--- src/rtl/cpu_run_ctrl_if.sv ---
// Console-side command/status bundle between the debug VIO and the run controller.
// The controller takes the slave view; the console/CPU side takes the master view.
interface cpu_run_ctrl_if #(
  parameter int CNT_W = 16
);
  logic             cmd_step;
  logic             cmd_run;
  logic             cmd_runn;
  logic             cmd_halt;
  logic [CNT_W-1:0] run_count;
  logic             bp_en;
  logic [31:0]      bp_addr;
  logic [31:0]      pc;
  logic             cpu_en;
  logic             halted;
  logic [1:0]       state;
  logic             bp_hit;
  logic [31:0]      cycles;

  modport master (
    output cmd_step, cmd_run, cmd_runn, cmd_halt, run_count, bp_en, bp_addr, pc,
    input  cpu_en, halted, state, bp_hit, cycles
  );

  modport slave (
    input  cmd_step, cmd_run, cmd_runn, cmd_halt, run_count, bp_en, bp_addr, pc,
    output cpu_en, halted, state, bp_hit, cycles
  );
endinterface

--- src/rtl/cpu_run_ctrl.sv ---
// Run/step controller: synchronises VIO command levels into one-cycle pulses and
// sequences the CPU clock enable for halt, step, free run, run-N and PC breakpoint.
module cpu_run_ctrl #(
  parameter int CNT_W       = 16,
  parameter int SYNC_STAGES = 2
) (
  input  logic           clk,
  input  logic           reset,
  cpu_run_ctrl_if.slave  bus
);

  typedef enum logic [1:0] {
    ST_HALT = 2'd0,
    ST_STEP = 2'd1,
    ST_RUN  = 2'd2,
    ST_RUNN = 2'd3
  } state_t;

  // Command bit order: 0=step, 1=run, 2=runn, 3=halt
  logic [3:0] cmd_raw;
  logic [3:0] cmd_sync;
  logic [3:0] cmd_prev_reg;
  logic [3:0] pulse;

  assign cmd_raw = {bus.cmd_halt, bus.cmd_runn, bus.cmd_run, bus.cmd_step};

  genvar gi;
  generate
    for (gi = 0; gi < 4; gi++) begin : g_sync
      logic [SYNC_STAGES-1:0] sync_reg;
      always_ff @(posedge clk or negedge reset) begin
        if (!reset) sync_reg <= '0;
        else        sync_reg <= {sync_reg[SYNC_STAGES-2:0], cmd_raw[gi]};
      end
      assign cmd_sync[gi] = sync_reg[SYNC_STAGES-1];
    end
  endgenerate

  always_ff @(posedge clk or negedge reset) begin
    if (!reset) cmd_prev_reg <= '0;
    else        cmd_prev_reg <= cmd_sync;
  end

  assign pulse = cmd_sync & ~cmd_prev_reg;

  logic step_p, run_p, runn_p, halt_p;
  assign step_p = pulse[0];
  assign run_p  = pulse[1];
  assign runn_p = pulse[2];
  assign halt_p = pulse[3];

  state_t           state_reg, state_next;
  logic [CNT_W-1:0] cnt_reg, cnt_next;
  logic             bp_hit_reg, bp_hit_next;
  logic [31:0]      cycles_reg;
  logic             cpu_en_c;
  logic             bp_match;

  assign bp_match = bus.bp_en && (bus.pc == bus.bp_addr);

  always_ff @(posedge clk or negedge reset) begin
    if (!reset) begin
      state_reg  <= ST_HALT;
      cnt_reg    <= '0;
      bp_hit_reg <= 1'b0;
      cycles_reg <= '0;
    end else begin
      state_reg  <= state_next;
      cnt_reg    <= cnt_next;
      bp_hit_reg <= bp_hit_next;
      cycles_reg <= cycles_reg + {31'd0, cpu_en_c};
    end
  end

  // Enable is the state decode gated by the stop terms seen this very cycle,
  // so a breakpoint PC or a halt never commits an instruction.
  always_comb begin
    state_next  = state_reg;
    cnt_next    = cnt_reg;
    bp_hit_next = bp_hit_reg;
    cpu_en_c    = 1'b0;
    case (state_reg)
      ST_HALT: begin
        if (halt_p) begin
          state_next = ST_HALT;
        end else if (step_p) begin
          state_next  = ST_STEP;
          bp_hit_next = 1'b0;
        end else if (runn_p) begin
          bp_hit_next = 1'b0;
          if (bus.run_count != '0) begin
            state_next = ST_RUNN;
            cnt_next   = bus.run_count;
          end
        end else if (run_p) begin
          state_next  = ST_RUN;
          bp_hit_next = 1'b0;
        end
      end
      ST_STEP: begin
        cpu_en_c   = 1'b1;
        state_next = ST_HALT;
      end
      ST_RUN, ST_RUNN: begin
        if (halt_p || bp_match) begin
          state_next  = ST_HALT;
          cnt_next    = '0;
          bp_hit_next = bp_hit_reg | bp_match;
        end else begin
          cpu_en_c = 1'b1;
          if (state_reg == ST_RUNN) begin
            cnt_next = cnt_reg - CNT_W'(1);
            if (cnt_reg == CNT_W'(1)) state_next = ST_HALT;
          end
        end
      end
      default: state_next = ST_HALT;
    endcase
  end

  assign bus.cpu_en = cpu_en_c;
  assign bus.halted = (state_reg == ST_HALT);
  assign bus.state  = state_reg;
  assign bus.bp_hit = bp_hit_reg;
  assign bus.cycles = cycles_reg;

endmodule

--- src/flat_wrapper.sv ---
// flat-port wrapper written by rule: the top's interface ports become plain ports
module cpu_run_ctrl_flat 
#(
  parameter int CNT_W       = 16,
  parameter int SYNC_STAGES = 2
)
  (clk, reset, bus_cmd_step, bus_cmd_run, bus_cmd_runn, bus_cmd_halt, bus_run_count, bus_bp_en, bus_bp_addr, bus_pc, bus_cpu_en, bus_halted, bus_state, bus_bp_hit, bus_cycles);
  cpu_run_ctrl_if #(.CNT_W(CNT_W)) bus_i ();
  input  logic clk;
  input  logic reset;
  input wire logic [$bits(bus_i.cmd_step)-1:0] bus_cmd_step;
  input wire logic [$bits(bus_i.cmd_run)-1:0] bus_cmd_run;
  input wire logic [$bits(bus_i.cmd_runn)-1:0] bus_cmd_runn;
  input wire logic [$bits(bus_i.cmd_halt)-1:0] bus_cmd_halt;
  input wire logic [$bits(bus_i.run_count)-1:0] bus_run_count;
  input wire logic [$bits(bus_i.bp_en)-1:0] bus_bp_en;
  input wire logic [$bits(bus_i.bp_addr)-1:0] bus_bp_addr;
  input wire logic [$bits(bus_i.pc)-1:0] bus_pc;
  output wire logic [$bits(bus_i.cpu_en)-1:0] bus_cpu_en;
  output wire logic [$bits(bus_i.halted)-1:0] bus_halted;
  output wire logic [$bits(bus_i.state)-1:0] bus_state;
  output wire logic [$bits(bus_i.bp_hit)-1:0] bus_bp_hit;
  output wire logic [$bits(bus_i.cycles)-1:0] bus_cycles;
  assign bus_i.cmd_step = bus_cmd_step;
  assign bus_i.cmd_run = bus_cmd_run;
  assign bus_i.cmd_runn = bus_cmd_runn;
  assign bus_i.cmd_halt = bus_cmd_halt;
  assign bus_i.run_count = bus_run_count;
  assign bus_i.bp_en = bus_bp_en;
  assign bus_i.bp_addr = bus_bp_addr;
  assign bus_i.pc = bus_pc;
  assign bus_cpu_en = bus_i.cpu_en;
  assign bus_halted = bus_i.halted;
  assign bus_state = bus_i.state;
  assign bus_bp_hit = bus_i.bp_hit;
  assign bus_cycles = bus_i.cycles;
  cpu_run_ctrl #(.CNT_W(CNT_W), .SYNC_STAGES(SYNC_STAGES)) u_core (.clk(clk), .reset(reset), .bus(bus_i));
endmodule
--- config.mk ---
export PLATFORM = sky130hd
export DESIGN_NAME = cpu_run_ctrl_flat
export DESIGN_NICKNAME = d
export VERILOG_FILES = /design/src/rtl/cpu_run_ctrl_if.sv /design/src/rtl/cpu_run_ctrl.sv /design/src/flat_wrapper.sv
export SDC_FILE = /design/constraint.sdc
export NUM_CORES = 1
export LEC_CHECK = 0
export BUFFER_PORTS_ARGS = -buffer_cell sky130_fd_sc_hd__buf_4
export CORE_MARGIN = 2
export CORE_UTILIZATION = 50
export CTS_CLUSTER_DIAMETER = 80
export DETAILED_ROUTE_END_ITERATION = 10
export PLACE_DENSITY = 0.84
export SYNTH_ARGS = -nofsm -noshare
export SYNTH_HDL_FRONTEND = slang
export SYNTH_SLANG_ARGS = --single-unit
--- constraint.sdc ---
create_clock -name clk -period 3.05 [get_ports clk]
set_input_delay 0 -clock clk [delete_from_list [all_inputs] [get_ports clk]]
set_output_delay 0 -clock clk [all_outputs]
set_load 0.01 [all_outputs]
# Word level (Yosys, flattened, before mapping)
# Cells that the tools add are included.
# Widths: inputs -> output; s select.
# totals
register_bits,63
word_cells,62
output_inout_bits,37
inputBits,87
# classes
eq_ne,15
add_sub_neg,2
n_bitwise,3
n_mux,24
n_reduce_logical,9
# op_table
cell,count
$mux 16,6
$add 32x1->32,1
$eq 32x32->1,1
$pmux 16 s2,1
$eq 16x1->1 const B,1
$mux 2,8
$reduce_bool 16->1,1
$sub 16x1->16 const B,1
$reduce_and 4->1,2
$mux 1,6
$ne 2x1->1 const B,3
$ne 3x1->1 const B,2
$pmux 2 s3,1
$reduce_and 6->1,1
$ne 5x1->1 const B,1
$ne 5x4->1 const B,1
$and 4x4->4,1
$eq 2x2->1 const B,2
$ne 2x2->1 const B,2
$ne 4x1->1 const B,1
$not 4->4,1
$pmux 1 s2,2
$eq 2x1->1 const B,1
$logic_not 2->1,1
5 further kinds,5

# Longest topological paths before layout
# Gate-level depths: netlist of the first run.
# depth
ltp_word,7
depth_mapped,14
depth_no_buf,13

# Worst setup path before layout of the first run
# Ideal clock, no wire load.
# synth_path
path_kind,register to register
start,"register u_core.state_reg[1], in the netlist u_core.bus.state[1]"
end,"register u_core.cycles_reg[31], in the netlist u_core.bus.cycles[31]"
setup_time_ns,0.079
period_less_slack_ns,2.884
arrival_time_ns,2.804
path_stages_with_launch,13
path_slack_ns,0.166
n_path_buf,2
t_required_ns,2.971
path_cell_list,dfrtp_1 > clkbuf_1 > nand2_1 > a31oi_1 > buf_2 > a21o_1 > ha_1 > nand3_1 > or3_1 > nor3_4 > nand2_1 > nor3_1 > xor2_1
# synth_via
elab_chain_cells,4
elab_cells_between_ends,6
cone_classes,1 x add/sub; 3 x eq/ne; 1 x mux; 1 x reduce/logical
# synth_rtl
element,line,rtl
"start, declared",cpu_run_ctrl.sv:52,"state_t state_reg, state_next;"
"start signal, assigned",cpu_run_ctrl.sv:68,state_reg <= state_next;
$eq 2x2->1,cpu_run_ctrl.sv:82,case (state_reg)
$reduce_or 2->1,cpu_run_ctrl.sv:82,
$pmux 1 s2 (*),cpu_run_ctrl.sv:82,
net bus_cpu_en,flat_wrapper.sv:19,output wire logic [$bits(bus_i.cpu_en)-1:0] bus_cpu_en;
$add 32x1->32 (*),cpu_run_ctrl.sv:71,"cycles_reg <= cycles_reg + {31'd0, cpu_en_c};"
"end signal, assigned",cpu_run_ctrl.sv:71,
"end, declared",cpu_run_ctrl.sv:55,logic [31:0] cycles_reg;
# The timed path passes the listed nets; every way through them passes the cells marked *.
# A chain may end at the register's enable or synchronous reset.

# Final worst setup path of the first run
# layout_path
start,register u_core.g_sync[3].sync_reg[1]
end,"register u_core.cycles_reg[30], in the netlist u_core.bus.cycles[30]"
# layout_via
elab_chain_cells,5
# layout_rtl
element,line,rtl
"start, declared",cpu_run_ctrl.sv:30,logic [SYNC_STAGES-1:0] sync_reg;
"start signal, assigned",cpu_run_ctrl.sv:33,"else sync_reg <= {sync_reg[SYNC_STAGES-2:0], cmd_raw[gi]};"
$and 4x4->4,cpu_run_ctrl.sv:44,assign pulse = cmd_sync & ~cmd_prev_reg;
$logic_or 1x1->1,cpu_run_ctrl.sv:105,if (halt_p || bp_match) begin
$mux 1,cpu_run_ctrl.sv:105,
$pmux 1 s2,cpu_run_ctrl.sv:82,
$add 32x1->32,cpu_run_ctrl.sv:71,
# Every way passes these cells.

==> results of run 1 <==
-- Yosys cell counts (all sizes together) (6+ instances only) --
cell type	instances	share of area [%]
o21ai	7	1.0
nor4	10	2.6
dfrtp	63	45
o211ai	11	2.9
nand3	25	3.9
xor2	11	2.8
nor2	20	2.4
inv	9	0.96
xnor2	51	13
and3	6	1.1
nor3	12	2.2
nand2	33	3.5
nand4	11	2.0
a21oi	10	1.5
-- area by class of cell --
class                           count  area, µm²  area share, %
Clock buffer                       11        141           2.89
Clock inverter                      3       45.0          0.920
Inverter                            9       33.8          0.690
Multi-Input combinational cell    267       1840           37.6
Sequential cell                    63       1580           32.2
Tap cell                           96        120           2.45
Timing Repair Buffer              147       1140           23.3
-- cell families after synthesis --
| logic type | after synthesis |
|---|---|
| mux | 1 |
| simple gates | 135 |
| flops | 63 |
| xor+xnor | 62 |
| buf+inv | 18 |
| fa+ha+maj | 5 |
| compound gates | 64 |
-- worst min-delay path by stage --
stage / slack (ps) / endpoint / start
floorplan: -300 / u_core.bus.bp_hit / reset
global placement: 110 / u_core.g_sync[1].sync_reg[0] / bus_cmd_run
detailed placement: 110 / u_core.g_sync[0].sync_reg[0] / bus_cmd_step
CTS: 6 / u_core.cnt_reg[4] / bus_run_count[4]
global route: 20 / u_core.cnt_reg[4] / bus_run_count[4]
finish: 20 / u_core.cnt_reg[4] / bus_run_count[4]
-- tightest hold or removal path, delay by kind of cell --
kind                   cells  cell delay, ps
AO/OA/AOI/OAI              2             210
buffers and inverters      1             100
-- metrics by stage --
step	setup WS, ps	cell area, µm²	power, W
2_1_floorplan	166	3500	0.00197
3_3_place_gp	499	4570	0.00241
3_5_place_dp	324	4570	0.00247
4_1_cts	304	4890	0.00320
5_1_grt	61.9	4890	0.00339
6_report	256	4890	0.00322
-- cells in the final DEF, fill, tap and decap left out, drive strengths merged, types with 4 or more instances in the layout --
master,synthesis,layout
buf,4,133
dfrtp,63,63
xnor2,51,51
nand2,33,33
nand3,25,25
nor2,20,20
dlygate4sd3,0,14
nor3,12,12
nand4,11,11
xor2,11,11
clkbuf,5,11
o211ai,11,11
a21oi,10,10
nor4,10,10
inv,9,9
o21ai,7,7
and3,6,6
o22ai,5,5
a32oi,5,5
o31ai,5,5
ha,5,5
a221oi,5,5
or3,4,4
nand2b,4,4
nor2b,4,4
-- report_power, final --
group          leakage, nW  internal (W)  total, W  switching (W)
Clock               0.0875      0.000391  0.000718       0.000327
Sequential           0.811       0.00100   0.00119       0.000190
Combinational         1.33      0.000569   0.00131       0.000737
-- metal layers --
| layer | global-route usage, % | up-vias |
|---|---|---|
| li1 | - | 1573 |
| met1 | 35.6 | 1590 |
| met2 | 45.5 | 166 |
| met3 | 4.52 | 25 |
| met4 | 8.81 | 0 |
| met5 | 0 | - |
==> results_dict.tcl, run 1 <==
set metrics [dict create \
    arrival_ps 3070 \
    rsz0062_at_grt "no" \
    vias_per_cell 5.63 \
    p_leak_nw 2.23 \
    period_share_pct 91.6 \
    synth_compound_area_share_pct 13.7 \
    route.met3.wl_um 718 \
    reg2reg_from "u_core.g_sync[3].sync_reg[1]" \
    path_class "flip-flop to flip-flop" \
    placedCellCount 568 \
    post-route-drc-count 0 \
    skew_ps 13.2 \
    synth_top_family_by_area "simple AND/OR/NAND/NOR gates" \
    n_antenna_cell 0 \
    port_buffers 123 \
    setup_viol 0 \
    die_x_um 87.7 \
    ant_nets 0 \
    ys.flop_type "dfrtp_1" \
    dp_hpwl_mm 7.18 \
    crit_required_ps 3320 \
    vias 3354 \
    cts_tree "done" \
    antenna_found_initial 0 \
    synth.area.mux_share_pct 0.286 \
    crit_start "u_core.g_sync[3].sync_reg[1]" \
    syn_nets 440 \
    cts-root-buf "clkbuf_8" \
    die-area_um2 7690 \
    postSynthAreaPerCell_um2 10.1 \
    cts_inserted_buffers 9 \
    wire_per_inst_um 16.5 \
    drive_gt1_share_pct 32.4 \
    synth_xor_area_share_pct 15.5 \
    synthAdderAreaFrac_pct 1.79 \
    maxCapViolCount 0 \
    wl_met1_mm 4.02 \
    slew_headroom_pct 48.1 \
    drt-total-wl_mm 9.86 \
    yosys_warnings 0 \
    irDropWorstVdd_uv 513 \
    clockBufferDepth 2 \
    startpoint_type "flip-flop" \
    area_growth_pct 39.8 \
    max_stage_delay_ps 480 \
    cp.depth 12 \
    grt_max_degree 64 \
    yosys.area_share.simple_pct 21.2 \
    start_util_pct 51.5 \
    yosysSeqAreaShare_pct 45.0 \
    worst_pin_slew_ps 778 \
    hp-class "input port to flip-flop" \
    grt.overflow.total 0 \
    synth_edf_count 0 \
    row_count 30 \
    dr.pass1.iters 5 \
    grt_pass1_wl_mm 16.0 \
    ctsResizeCount 0 \
    critPathTopFamily "simple AND/OR/NAND/NOR gates" \
    highest_layer "met4" \
    rrSetupSlack_ps 260 \
    path_buf_inv 0 \
    slowest_stage "nor3_2" \
    grt_pass1_vias 3353 \
    path_max_fanout 9 \
    fin_cells 596 \
    syn_area_um2 3500 \
    nFillCells 522 \
    synth_cells 348 \
    finalMaxSlewViolations 0 \
    fin_nets 589 \
    max_freq_ghz 0.358 \
    cts_max_level 3 \
    largest_register_ffs 32 \
    grt_util_all_layers_pct 27.0 \
    reg2reg_depth 12 \
    clk_pin_slew_ps 70 \
    dr_wl_met2_mm 4.93 \
    yosys_register_bits 63 \
    end_kind "flip-flop" \
    pin_count 124 \
    fp.coreArea_um2 6790 \
    cts_setup_buffers 0 \
    dr.first_iter.drc_count 253 \
    worstPathCellList "nand2b_1 > nand2_1 > a31oi_1 > a21o_1 > ha_1 > ha_1 > and4_1 > nand3_1 > nor3_2 > nand2_1 > nor2_1 > xnor2_1" \
    fin_util_pct 72.0 \
    insertion_delay_ps 360 \
    chipHeight_um 87.7 \
    outcome "finished clean" \
    cts_hold_buf 14 \
    period_needed_ps 2790 \
    gp_congestion 0.866 \
    setup_tns_ps 0 \
    hold_viol 0 \
    crit_end "u_core.bus.cycles[30]" \
    cts_sinks 63 \
    whs_ps 16.6 \
    rr_endpoint "u_core.bus.cycles[30]" \
    synth_cell_types 49 \
    powerDensity_nw_per_um2 657 \
    hold_depth 3 \
    synthArstFlopShare_pct 100 \
]
Note: power is estimated with default switching activity, not from simulation.
==> run 2: changes to the inputs <==
--- a/config.mk
+++ b/config.mk
@@ -10,7 +10,7 @@
 export CORE_UTILIZATION = 50
 export CTS_CLUSTER_DIAMETER = 80
 export DETAILED_ROUTE_END_ITERATION = 10
-export PLACE_DENSITY = 0.84
+export PLACE_DENSITY = 0.88
 export SYNTH_ARGS = -nofsm -noshare
 export SYNTH_HDL_FRONTEND = slang
 export SYNTH_SLANG_ARGS = --single-unit
==> run 2 against run 1 <==
Final cell count is the same. Global-route usage shrank 0.25 points. Fmax grew 2.4%. Total power grew 5.8%. Critical path depth shrank 1. Setup slack gained 64 ps. Largest cell class unchanged.
==> results_dict.tcl, run 2 (synthesized netlist as in run 1, its figures left out) <==
set metrics [dict create \
    outcome "finished clean" \
    power.share.switching_pct 37.9 \
    insertion_delay_ps 350 \
    arrival_ps 3010 \
    fin_area_um2 4950 \
    path_max_fanout 6 \
    p_total_w 0.00340 \
    dr.pass1.iters 5 \
    grt_pass1_wl_mm 15.9 \
    p_int_w 0.00211 \
    post-route-drc-count 0 \
    worst_pin_slew_ps 770 \
    cts_max_level 3 \
    cts-root-buf "clkbuf_8" \
    grt_pass1_vias 3377 \
    hp-class "input port to flip-flop" \
    clk_pin_slew_ps 80 \
    p_leak_nw 2.27 \
    end_kind "flip-flop" \
    pin_count 124 \
    slowest_stage "or3_1" \
    period_share_pct 89.5 \
    placedCellCount 567 \
    crit_required_ps 3330 \
    mostFrequentLayoutCells "buf_4 (132), dfrtp_1 (63), xnor2_1 (51)" \
    cts_sinks 63 \
    p_clk_share_pct 27.0 \
    pwr-share-seq_pct 35.1 \
    slew_headroom_pct 48.7 \
    fin_nets 587 \
    rsz0062_at_grt "no" \
    path_common_cell "nand2_1" \
    max_stage_delay_ps 500 \
    setup_viol 0 \
    powerDensity_nw_per_um2 688 \
    row_count 30 \
    grt_max_degree 64 \
    wire_per_inst_um 16.4 \
    path_class "flip-flop to flip-flop" \
    vias 3328 \
    worstPathCellList "nand2b_1 > nand2_1 > a31oi_1 > a21o_1 > ha_1 > nand3_1 > or3_1 > nor3_4 > nand2_1 > nor3_1 > xor2_1" \
    cts_setup_buffers 0 \
    grt.overflow.total 0 \
    drt-total-wl_mm 9.79 \
    largest_register_ffs 32 \
    whs_ps 21.0 \
    chipHeight_um 87.7 \
    dp_hpwl_mm 6.96 \
    placed_cell_area_um2 4560 \
    hold_viol 0 \
    dr.first_iter.drc_count 274 \
    drive_gt1_share_pct 32.8 \
    n_antenna_cell 0 \
    skew_ps 10.6 \
    nFillCells 476 \
    gp_congestion 0.926 \
    fin_cells 596 \
    die_x_um 87.7 \
    cts_tree "done" \
    mostFrequentLayoutCell "buf_4" \
    die-area_um2 7690 \
    pwr-share-comb_pct 38.0 \
    finalMaxSlewViolations 0 \
    path_buf_inv 0 \
    startpoint_type "flip-flop" \
    maxCapViolCount 0 \
    antenna_found_initial 0 \
    port_buffers 123 \
    setup_tns_ps 0 \
    grt_util_all_layers_pct 26.7 \
    power.switching_w 0.00129 \
    area_growth_pct 41.3 \
    ant_nets 0 \
    fp.coreArea_um2 6790 \
    max_freq_ghz 0.366 \
    vias_per_cell 5.58 \
    start_util_pct 51.5 \
    irDropWorstVdd_uv 529 \
    period_needed_ps 2730 \
    cts_inserted_buffers 9 \
    clockBufferDepth 2 \
    critPathTopFamily "simple AND/OR/NAND/NOR gates" \
]
[run 2: changes by cell type in the layout (fill, tap and decap cells not counted), sizes merged]
cell	before	now
buf	133	132
bufinv	1	3
clkbuf	11	9
clkinvlp	2	0
dlygate4sd3	14	13
inv	9	13
[run 2: worst reg2reg max path: cells and delay by family, from the launching register on]
family                   cells  cell delay, ps
flip-flops                   1             390
adder cells (fa/ha/maj)      1             160
AO/OA/AOI/OAI                2             430
XOR/XNOR                     1             160
AND/OR/NAND/NOR              7            1540
[run 2: worst paths after layout]
path	cells after the start	start	slack [ps]	endpoint
min reg2reg	0	u_core.g_sync[1].sync_reg[0]	350	u_core.g_sync[1].sync_reg[1]
max in group asynchronous	2	reset	2260	u_core.cmd_prev_reg[3]
min in group asynchronous	2	reset	260	u_core.bus.cycles[23]
max reg2reg	11	u_core.g_sync[3].sync_reg[1]	320	u_core.bus.cycles[31]
min	3	bus_run_count[9]	20	u_core.cnt_reg[9]
max	11	u_core.g_sync[3].sync_reg[1]	320	u_core.bus.cycles[31]
[run 2: area by class of cell]
type / instances / area (µm²) / share of cell area, %
multi-input combinational: 267 / 1850 / 37.3
sequential: 63 / 1580 / 31.9
timing repair buffer: 145 / 1120 / 22.7
clock inverter: 7 / 125 / 2.53
clock buffer: 9 / 124 / 2.50
tap: 96 / 120 / 2.43
inverter: 9 / 33.8 / 0.683
[run 2: timing repair]
item / 4_1_cts / 5_1_grt
endpoints found under the hold margin: 75 / 0
hold buffers: 13 / 0
endpoints found under the setup margin: 0 / 4
gates resized for setup: 0 / 1
[run 2: layer usage]
layer | GRT usage [%] | wire length [µm] | vias up
li1 | - | - | 1566
met1 | 34.4 | 3970 | 1585
met2 | 44.1 | 4960 | 151
met3 | 4.05 | 588 | 26
met4 | 13.3 | 274 | 0
met5 | 0 | 0 | -
[run 2: stage by stage]
step | setup slack [ps] | utilization (%)
2_1_floorplan | 166 | -
3_3_place_gp | 496 | 67.1
3_5_place_dp | 277 | 67.1
4_1_cts | 180 | 72.7
5_1_grt | 95.9 | 72.8
6_report | 321 | 72.8
[run 2: power groups by stage]
stage	logic (W)	clock network (W)	registers, W
floorplan	0.000787	0	0.00119
global placement	0.00121	0	0.00119
detailed placement	0.00124	0	0.00120
CTS	0.00127	0.000929	0.00119
global route	0.00140	0.000964	0.00122
finish	0.00129	0.000919	0.00119
==> run 3: changes to the inputs <==
--- a/config.mk
+++ b/config.mk
@@ -5,12 +5,14 @@
 export SDC_FILE = /design/constraint.sdc
 export NUM_CORES = 1
 export LEC_CHECK = 0
+export ABC_AREA = 1
 export BUFFER_PORTS_ARGS = -buffer_cell sky130_fd_sc_hd__buf_4
 export CORE_MARGIN = 2
-export CORE_UTILIZATION = 50
+export CORE_UTILIZATION = 53
 export CTS_CLUSTER_DIAMETER = 80
 export DETAILED_ROUTE_END_ITERATION = 10
-export PLACE_DENSITY = 0.88
+export PLACE_DENSITY = 0.89
+export SKIP_CTS_REPAIR_TIMING = 1
 export SYNTH_ARGS = -nofsm -noshare
 export SYNTH_HDL_FRONTEND = slang
 export SYNTH_SLANG_ARGS = --single-unit
==> run 3 against run 2 <==
The run now ends with negative hold slack left. Synthesized cell count grew 84%. Sequential power is essentially flat. Setup slack gained 46 ps. Critical endpoint is now u_core.bus.cycles[30]. Largest cell class unchanged. Highest routed layer unchanged.
==> results_dict.tcl, run 3 <==
set metrics [dict create \
    synth.area.top_cells "dfrtp_1 (37%), nand2_1 (22%), inv_1 (9.9%), nor2_1 (6.1%), xor2_1 (5.5%)" \
    powerDensity_nw_per_um2 622 \
    end_kind "flip-flop" \
    fp.coreArea_um2 7770 \
    mostFrequentLayoutCell "nand2_1" \
    synth_xor_area_share_pct 10.0 \
    p_leak_nw 3.35 \
    area_growth_pct 32.7 \
    yosysMostFrequentCell "nand2_1" \
    synth.area.mux_share_pct 0 \
    largest_register_ffs 32 \
    skew_ps 10.1 \
    antenna_found_initial 0 \
    worst_pin_slew_ps 913 \
    outcome "finished with violations" \
    violations "negative hold slack" \
    grt.overflow.total 0 \
    path_class "flip-flop to flip-flop" \
    synth_cell_types 33 \
    grtUsageMet2_pct 44.8 \
    drive_gt1_share_pct 20.0 \
    synthAdderAreaFrac_pct 1.46 \
    nFillCells 615 \
    setup_tns_ps 0 \
    gr-usage-met1_pct 32.2 \
    hold_viol 8 \
    cts_max_level 3 \
    synthArstFlopShare_pct 100 \
    whs_ps -27.9 \
    vias 4370 \
    yosys.area_share.simple_pct 38.3 \
    fin_nets 876 \
    startpoint_type "flip-flop" \
    port_buffers 123 \
    n_antenna_cell 0 \
    gr-usage-met3_pct 4.74 \
    synth_edf_count 0 \
    cts_tree "done" \
    grt_pass1_wl_mm 18.0 \
    max_freq_ghz 0.373 \
    hp-start "bus_run_count[1]" \
    syn_area_um2 4280 \
    synth_top_family_by_area "simple AND/OR/NAND/NOR gates" \
    busiest_layer "met2" \
    crit_start "u_core.bus.state[1]" \
    yosys.area.top_type_share_pct 36.9 \
    syn_nets 734 \
    maxCapViolCount 0 \
    grt_max_degree 64 \
    dp_hpwl_mm 8.45 \
    path_max_fanout 6 \
    vias_per_cell 4.90 \
    chipHeight_um 93.8 \
    die-area_um2 8810 \
    drt-total-wl_mm 11.3 \
    cts_sinks 63 \
    start_util_pct 55.1 \
    fin_area_um2 5680 \
    ys.flop_type "dfrtp_1" \
    cts-root-buf "clkbuf_8" \
    clk_pin_slew_ps 70 \
    die_x_um 93.8 \
    grt_pass1_vias 4040 \
    crit_required_ps 3280 \
    insertion_delay_ps 350 \
    ant_nets 0 \
    mostFrequentLayoutCells "nand2_1 (252), buf_4 (126), inv_1 (113)" \
    reg2reg_from "u_core.bus.state[1]" \
    wire_per_inst_um 12.7 \
    synth_cells 642 \
    cts_inserted_buffers 9 \
    dr.first_iter.drc_count 269 \
    yosys_warnings 0 \
    setup_viol 0 \
    synth_compound_area_share_pct 2.11 \
    yosysSeqAreaShare_pct 36.9 \
    placed_cell_area_um2 5300 \
    grt_util_all_layers_pct 25.9 \
    dr.pass1.iters 5 \
    slew_headroom_pct 38.6 \
    row_count 32 \
    finalMaxSlewViolations 0 \
    yosys_register_bits 63 \
    pin_count 124 \
    synth_top_area_cell "dfrtp_1" \
    yosys-top-cells-count "nand2_1 (252), inv_1 (113), nor2_1 (70)" \
    postSynthAreaPerCell_um2 6.66 \
    gp_congestion 0.914 \
    period_needed_ps 2680 \
    rsz0062_at_grt "no" \
    irDropWorstVdd_uv 329 \
    hp-class "input port to flip-flop" \
    post-route-drc-count 0 \
    period_share_pct 88.0 \
    arrival_ps 2910 \
    clockBufferDepth 2 \
    p_total_w 0.00353 \
]
[run 3: final cells by class]
class                      instances  area [µm²]  share of cell area (%)
clock buffer                      11         151                    2.67
clock inverter                     5         104                    1.83
inverter                         114         430                    7.58
multi-input combinational        458        2220                    39.1
sequential                        63        1580                    27.8
tap                              102         128                    2.25
timing repair buffer             138        1070                    18.8
[run 3: cells by family (layout without fill, tap and decap cells)]
logic type,after synthesis,in the layout
XOR/XNOR,49,49
AO/OA/AOI/OAI,13,13
adder cells (fa/ha/maj),5,5
flip-flops,63,63
AND/OR/NAND/NOR,391,391
buffers and inverters,121,268
[run 3: through the flow]
stage	utilization, %	worst slack (ps)	instances
2_1_floorplan	-	37.6	642
3_3_place_gp	68.3	555	863
3_5_place_dp	68.3	414	863
5_1_grt	73.1	75.7	891
6_report	73.1	367	891
4_1_cts	71.6	362	879
[run 3: path summary, 6_finish.rpt]
check / endpoint / slack, ps / cells after the start
min reg2reg: u_core.g_sync[1].sync_reg[1] / 350 / 0
max: u_core.bus.cycles[30] / 370 / 16
max reg2reg: u_core.bus.cycles[30] / 370 / 16
max in group asynchronous: u_core.bus.cycles[2] / 2270 / 2
min: u_core.cnt_reg[1] / -30 / 5
min in group asynchronous: u_core.cnt_reg[9] / 260 / 2
[run 3: per-layer routing]
layer  vias up  share of wire [%]
li1       2211                  -
met1      1975                 41
met2       161                 50
met3        23                6.7
met4         0                2.1
met5         -                  0
[run 3: report_power, final]
part / switching (W) / total (W) / internal (W)
Sequential: 0.000190 / 0.00119 / 0.00100
Combinational: 0.000834 / 0.00142 / 0.000582
Clock: 0.000338 / 0.000925 / 0.000588
Total: 0.00136 / 0.00353 / 0.00217
[run 3: critical path, stage by stage, from the launching register on]
cell     delay [ps]
dfrtp_1         420
inv_1            80
nor2_1          140
nand2_1          60
o21ai_0         180
ha_1            240
ha_1            180
inv_1            50
nor2_1          150
nand2_1         130
inv_1            80
nand4_1         100
nor2_2          190
nand3_2         160
nor2_2          180
nand2_1          90
xnor2_1         140
